$ cat config.mk
export PLATFORM = sky130hd
export DESIGN_NAME = multiplier_pipe
export DESIGN_NICKNAME = d
export VERILOG_FILES = /design/src/rtl/multiplier_pipe.sv
export SDC_FILE = /design/constraint.sdc
export NUM_CORES = 2
export LEC_CHECK = 0
export CORE_ASPECT_RATIO = 0.9
export CORE_MARGIN = 3
export CORE_UTILIZATION = 36
export CTS_CLUSTER_DIAMETER = 150
export DETAILED_ROUTE_END_ITERATION = 16
export GPL_ROUTABILITY_DRIVEN = 0
export PLACE_DENSITY_LB_ADDON = 0.08
export SLEW_MARGIN = 25
export SYNTH_ARGS = -nofsm -noshare
export SYNTH_HDL_FRONTEND = slang
export SYNTH_SLANG_ARGS = --single-unit
$ cat constraint.sdc
create_clock -name clk -period 10.9 [get_ports clk]
set_input_delay 2.18 -clock clk [delete_from_list [all_inputs] [get_ports clk]]
set_output_delay 2.18 -clock clk [all_outputs]
set_load 0.02 [all_outputs]
$ cat src/rtl/multiplier_pipe.sv
// multiplier_pipe: pipelined signed fixed-point multiplier with optional negation,
// floor or round-half-up rescaling, and an overflow flag.
// Stage 1 registers the full 2W-bit product. Any further stages are plain delay
// registers. The last stage negates, rounds, detects overflow and registers the result.
// Build option MULT_SAT_EN: when it is defined, out-of-range results saturate;
// otherwise they wrap. The ovf flag is generated in both builds.
module multiplier_pipe #(
    parameter int unsigned INT_SIZE  = 16,
    parameter int unsigned FRAC_SIZE = 16,
    parameter int unsigned STAGES    = 2,
    parameter int unsigned ROUND     = 0
) (
    input  logic                            clk,
    input  logic                            rst_n,
    input  logic                            in_valid,
    output logic                            in_ready,
    input  logic [INT_SIZE+FRAC_SIZE-1:0]   in1,
    input  logic [INT_SIZE+FRAC_SIZE-1:0]   in2,
    input  logic                            cond,
    output logic                            out_valid,
    input  logic                            out_ready,
    output logic [INT_SIZE+FRAC_SIZE-1:0]   out,
    output logic                            ovf
);

    localparam int unsigned W    = INT_SIZE + FRAC_SIZE;
    localparam int unsigned PW   = 2 * W;
    localparam int unsigned NMID = STAGES - 1;
    // Half an output LSB, expressed at the 2W+1-bit rounding width (zero when floor)
    localparam logic [PW:0] RND  = (ROUND != 0) ? (((PW+1)'(1) << FRAC_SIZE) >> 1) : '0;

    logic          en;
    logic [PW-1:0] prod;
    logic [PW-1:0] fin_p;
    logic          fin_c;
    logic          fin_v;

    // The whole pipeline advances together whenever the output slot is free or draining
    assign en       = !out_valid | out_ready;
    assign in_ready = en;

    // Full-width signed product; 2W bits always hold it exactly
    assign prod = PW'($signed(in1)) * PW'($signed(in2));

    generate
        if (STAGES == 1) begin : g_direct
            assign fin_p = prod;
            assign fin_c = cond;
            assign fin_v = in_valid;
        end else begin : g_pipe
            logic [PW-1:0] p_q [NMID];
            logic          c_q [NMID];
            logic          v_q [NMID];

            // Product register followed by pure delay stages, each with its own valid bit
            always_ff @(posedge clk or negedge rst_n) begin
                if (!rst_n) begin
                    for (int unsigned i = 0; i < NMID; i++) begin
                        p_q[i] <= '0;
                        c_q[i] <= 1'b0;
                        v_q[i] <= 1'b0;
                    end
                end else if (en) begin
                    p_q[0] <= prod;
                    c_q[0] <= cond;
                    v_q[0] <= in_valid;
                    for (int unsigned i = 1; i < NMID; i++) begin
                        p_q[i] <= p_q[i-1];
                        c_q[i] <= c_q[i-1];
                        v_q[i] <= v_q[i-1];
                    end
                end
            end

            assign fin_p = p_q[NMID-1];
            assign fin_c = c_q[NMID-1];
            assign fin_v = v_q[NMID-1];
        end
    endgenerate

    logic [PW-1:0]      neg_p;
    logic signed [PW:0] sum;
    logic signed [PW:0] res;
    logic               res_ovf;
    logic [W-1:0]       res_out;

    // Negate, round, rescale and range-check the product headed for the output register
    always_comb begin
        neg_p   = fin_c ? PW'(-fin_p) : fin_p;
        sum     = $signed({neg_p[PW-1], neg_p}) + $signed(RND);
        res     = sum >>> FRAC_SIZE;
        res_ovf = !((&res[PW:W-1]) || !(|res[PW:W-1]));
        res_out = res[W-1:0];
`ifdef MULT_SAT_EN
        if (res_ovf) begin
            res_out = res[PW] ? {1'b1, {(W-1){1'b0}}} : {1'b0, {(W-1){1'b1}}};
        end
`endif
    end

    // Output stage: holds under backpressure, loads a new result only on a valid beat
    always_ff @(posedge clk or negedge rst_n) begin
        if (!rst_n) begin
            out_valid <= 1'b0;
            out       <= '0;
            ovf       <= 1'b0;
        end else if (en) begin
            out_valid <= fin_v;
            if (fin_v) begin
                out <= res_out;
                ovf <= res_ovf;
            end
        end
    end

endmodule

# Yosys cells after proc, flatten, opt, wreduce, memory -nomap -nowiden
# Index checks and enable logic that the tools add are counted.
[classes] mul=1 n_eq_ne=0 n_bitwise=1 reduce_logical=7 shift=0 muxes=1 add_sub_neg=1 n_div=0 magnitude_cmp=0
[ops] operator="multiplier 32 x 32 -> 64 bit" n=1
[ops] operator="2-to-1 mux 64 bit" n=1
[ops] operator="negation 64 bit" n=1
[ops] operator="AND reduction 17 bit" n=1
[ops] operator="OR reduction 17 bit" n=1
[ops] operator="logical NOT 1 bit" n=3
[ops] operator="AND reduction 2 bit" n=1
[ops] operator="logical OR 1 bit" n=1
[ops] operator="OR 1 bit" n=1
[totals] input_bits=69 register_bits=100 out_inout_bits=35 ram_bits=0 word_cells=17 latch_bits=0 romBits=0 n_memories=0

# Logic depth before layout (Yosys ltp)
[depth] depth_word=6 mapped_depth=29 depth_no_buf=27

# Worst setup path after synthesis
# OpenSTA, ideal clock, no wires.
[synth_timing] path_type="input port to flip-flop" from="in in1[31]" to="reg g_pipe.p_q, in the netlist fin_p[60]" arrival_time_ps=9717 setup_time_ps=94 stages=25 setup_slack_ps=1089 path_buffers=1 path_cell_list="clkbuf_1 > nand2_1 > inv_1 > fa_1 > inv_1 > fa_1 > inv_1 > fa_1 > fa_1 > inv_1 > fa_1 > inv_1 > fa_1 > fa_1 > fa_1 > ha_1 > a21o_1 > a21o_1 > a21o_1 > a211o_1 > a221oi_1 > o21a_1 > o211ai_1 > a31o_2 > a211oi_1"
[synth_between] elab_chain_len=1
[synth_lines] item="start, declared" line="17" rtl="input logic [INT_SIZE+FRAC_SIZE-1:0] in1,"
[synth_lines] item="multiplier 32 x 32 -> 64 bit" line="43" rtl="assign prod = PW'($signed(in1)) * PW'($signed(in2));"
[synth_lines] item="end signal, assigned by index" line="68" rtl="p_q[i] <= p_q[i-1];"
[synth_lines] item="end, declared" line="51" rtl="logic [PW-1:0] p_q [NMID];"
# No other way between the ends.
# A chain may end at the register's enable or synchronous reset.

# Worst setup path after layout
[layout_timing] from="in in1[14]" to="reg g_pipe.p_q, in the netlist fin_p[63]"
# Same word-level chain as after synthesis.

==> results <==
- On the worst path, the slowest cell contributes a delay of 0.82 ns.
- The clock latency on the worst-skew pair is 0.36 ns.
- The total of flip-flops plus latches after synthesis is 100.
- The adder-cell share of the synthesized area is 58.5%.
- The maximum clock frequency is 95.9 MHz.
- The total wirelength of the detailed-routed design is 112000 µm.
- The max-slew violation count came to 0.
- The HPWL after detailed placement is 99000 µm.
- Measured against the total synthesized area, the mux share comes to 0.128%.
- The wire length of the first global-routing pass is 184000 µm.
- The initial antenna violation count was 4.
- The number of buffers and inverters on the critical path is 5.
- The slew at the pin closest to its max-slew limit is 0.845 ns.
- Hold repair after CTS inserted 0 buffers.
- The clock tree from TritonCTS is yes.
- The max capacitance violation total is 0.
- In the post-route analysis, the smallest setup slack over all paths is 0.468 ns.
- The floorplan has 116 rows.
- Ranked by total cell area, the synthesized netlist is headed by sky130_fd_sc_hd__fa_1 (53%), sky130_fd_sc_hd__inv_1 (9.0%), sky130_fd_sc_hd__and2_1 (7.8%), sky130_fd_sc_hd__dfrtp_1 (6.1%), sky130_fd_sc_hd__ha_1 (5.6%).
- The data required time of the worst path is 11.13 ns.
- After Yosys synthesis, XOR and XNOR cells account for 2.27% of the synthesized area.
- The commonest cells after synthesis are sky130_fd_sc_hd__fa_1 (1082), sky130_fd_sc_hd__inv_1 (984), sky130_fd_sc_hd__nand2_1 (598).
- STA classifies the critical path startpoint as an input pin.
- The number of sinks driven by the clock tree is 100.
- In this run the cell area of the synthesized design comes to 41000 µm².
- The run finished with clean final reports.
- The CTS buffer count is 9.
- The fraction of registers with async set/reset is 100%.
- The clock slew seen by the registers of the worst setup and hold paths is 0.08 ns.
- The maximum number of pins on one net before global-route repair is 88.
- OpenSTA, run right after detailed placement, puts the worst setup slack at 0.0216 ns.
- The CTS H-tree depth is 3.
- The number of global-route vias before repair was 31482.
- The critical path endpoint category is a register.
- The worst path uses 95.7% of the clock period.
- The number of I/O port buffers is 103.
- The via-per-instance ratio is 4.74.
- The normalized max-slew margin is 43.7%.
- Counting distinct cell types in the post-synthesis netlist gives 62.
- The combinational family with the most area after synthesis is adder cells.
- The biggest area contributor in the post-synthesis netlist is sky130_fd_sc_hd__fa_1.
- The global-route congestion overflow total is 0.
- In this design, the critical path's most frequently occurring cell is sky130_fd_sc_hd__fa_1.
- For the worst setup path, the data arrival time is 10.66 ns.
- The number of nets in the layout is 5778.
- In the final layout, the share of cells above drive strength 1 is 4.41%.
- In this run the post-CTS setup repair buffer count came out at 0.
- During synthesis, Yosys emitted a total of 0 warnings.
- The clock passes through at most 2 buffers.
- The floorplan step defined a die boundary enclosing 118000 µm².
- The area growth from synthesis to layout is 8.96%.
- The core region is 112000 µm².
- The fraction of post-synthesis cell area in the top cell type by area is 52.9%.
- After detailed routing, the number of remaining DRC violations is 0.
- The total count of hold-check failures in the final report is 0.
- The highest net fanout along the worst path is 25.
- The buffer cell driving the clock tree root is sky130_fd_sc_hd__clkbuf_16.
- Sequential cells were found to cover 6.11% of the synthesized design area.
- The critical path is of the input pin to register type.
- Setup repair after global routing left no endpoint under its margin.
- The die is 362 µm wide.
- On the final layout, the worst clock skew is 0.0183 ns.
- The die is 326 µm tall.
- In this run, the number of DRC markers left after iteration 0 of detailed routing was 1041.
- In this run the mean area of a mapped cell was 9.28 µm².
- The most common cell in the netlist is sky130_fd_sc_hd__fa_1.
- The pre-antenna-repair detailed-routing pass consisted of 5 iterations.
- Setup violations remaining at the end of the flow were counted as 0.
- The initial utilization of the core area, before any placement, comes to 36.6%.
- After Yosys synthesis, and, or, nand and nor cells account for 16.8% of the synthesized area.
- The post-cts sizing count is 0.
- After technology mapping, the gate count stands at 4414.
- In this run the remaining antenna-violating nets after routing total 0.
- Dividing the detail-routed wire length by the instance count gives 18.9 µm.
- On the critical path the largest part of the delay comes from adder cells.
- The number of enable-type register cells in the synthesized netlist is 0.
- During I/O placement, the number of pins put on the boundary was 104.
- The complex-gate fraction of the synthesized area is 5.01%.
- The cell with the largest stage delay on the worst path is sky130_fd_sc_hd__clkdlybuf4s50_1.
- The worst hold-check path type is register to register.
- The prevailing post-synth register cell is sky130_fd_sc_hd__dfrtp_1.
- The global-route total usage across every layer is 19.9%.
- The synthesized netlist net count is 5749.
- The final period demand of the worst path is 10.43 ns.
- Across all layers, the routed design uses 28123 vias.
- For the final routed database, the setup TNS stands at 0 ns.
==> per-stage QoR <==
stage	instance area (µm²)	hold slack [ns]	std cells	util, %
2_1_floorplan	41000	0.439	4414	-
3_3_place_gp	44300	0.455	5907	39.6
3_5_place_dp	44300	0.462	5907	39.6
4_1_cts	44600	0.481	5923	39.8
5_1_grt	44600	0.502	5924	39.8
6_report	44600	0.478	5927	39.8
==> worst register-to-register path, stage by stage (launching register included) <==
cell	delay, ns
sky130_fd_sc_hd__dfrtp_1	0.42
sky130_fd_sc_hd__or4_4	0.55
sky130_fd_sc_hd__or4_4	0.46
sky130_fd_sc_hd__or4b_4	0.57
sky130_fd_sc_hd__or4_4	0.53
sky130_fd_sc_hd__o41ai_2	0.32
sky130_fd_sc_hd__xor2_1	0.26
sky130_fd_sc_hd__nand4_1	0.13
sky130_fd_sc_hd__or3_1	0.40
sky130_fd_sc_hd__o32ai_1	0.23
sky130_fd_sc_hd__a21oi_1	0.07
==> kinds of logic after synthesis <==
logic type	Yosys count
compound gates	329
xor+xnor	106
fa+ha+maj	1266
buf+inv	1227
flops	100
mux	5
simple gates	1381
==> layout make-up <==
type                            instances  area [µm²]
Antenna cell                            4        10.0
Clock buffer                            9         225
Clock inverter                          7        70.1
Fill cell                           11407       67400
Inverter                              985        3700
Multi-Input combinational cell       3087       33900
Sequential cell                       100        2500
Tap cell                             1475        1850
Timing Repair Buffer                  260        2420
==> path summary, 6_finish.rpt <==
path,startpoint,end,slack (ns),cells past startpoint
worst max-delay path,in1[14],fin_p[63],0.47,25
worst min-delay path,fin_p[2],fin_p[2],0.48,2
worst max register to register,fin_p[31],ovf,6.86,10
worst min register to register,fin_p[2],fin_p[2],0.48,2
max in group asynchronous,rst_n,fin_p[21],7.86,2
min in group asynchronous,rst_n,out_valid,1.80,1
==> cells in the final DEF (no fill, tap or decap), types with 6 or more instances in the layout <==
cell and instances:
sky130_fd_sc_hd__nand3_1 18, sky130_fd_sc_hd__nand2_1 598, sky130_fd_sc_hd__and3_1 18, sky130_fd_sc_hd__and2_1 509, sky130_fd_sc_hd__nor3_1 12, sky130_fd_sc_hd__nand4_1 14
sky130_fd_sc_hd__xnor2_1 52, sky130_fd_sc_hd__xor2_1 54, sky130_fd_sc_hd__o31ai_1 21, sky130_fd_sc_hd__buf_12 17, sky130_fd_sc_hd__clkdlybuf4s50_1 102, sky130_fd_sc_hd__nand2b_1 22
sky130_fd_sc_hd__ha_1 184, sky130_fd_sc_hd__dfrtp_1 100, sky130_fd_sc_hd__or4_1 6, sky130_fd_sc_hd__or2_2 8, sky130_fd_sc_hd__o21ai_0 66, sky130_fd_sc_hd__clkbuf_16 9
sky130_fd_sc_hd__inv_1 983, sky130_fd_sc_hd__o21bai_1 9, sky130_fd_sc_hd__nor4_1 10, sky130_fd_sc_hd__a31oi_1 9, sky130_fd_sc_hd__a211oi_1 9, sky130_fd_sc_hd__nor3b_1 6
sky130_fd_sc_hd__a21o_1 34, sky130_fd_sc_hd__buf_4 141, sky130_fd_sc_hd__fa_1 1082, sky130_fd_sc_hd__or3_1 12, sky130_fd_sc_hd__nor2b_1 11, sky130_fd_sc_hd__nor2_1 121
sky130_fd_sc_hd__a21oi_1 123
==> state kept, by name, summed over array words and instances (netlist names) <==
signal     cells
fin_c          1
fin_p         64
out           32
fin_v          1
ovf            1
out_valid      1
==> per-layer routing <==
layer	GRT usage [%]	vias up	part of all wire, %
li1	-	12927	-
met1	27.1	14828	45
met2	35.4	278	52
met3	1.19	90	1.7
met4	3.09	0	1.7
met5	0	-	0
Power is not shown: default switching activity piles up to over one toggle a cycle in this logic, so the estimate is an artifact.
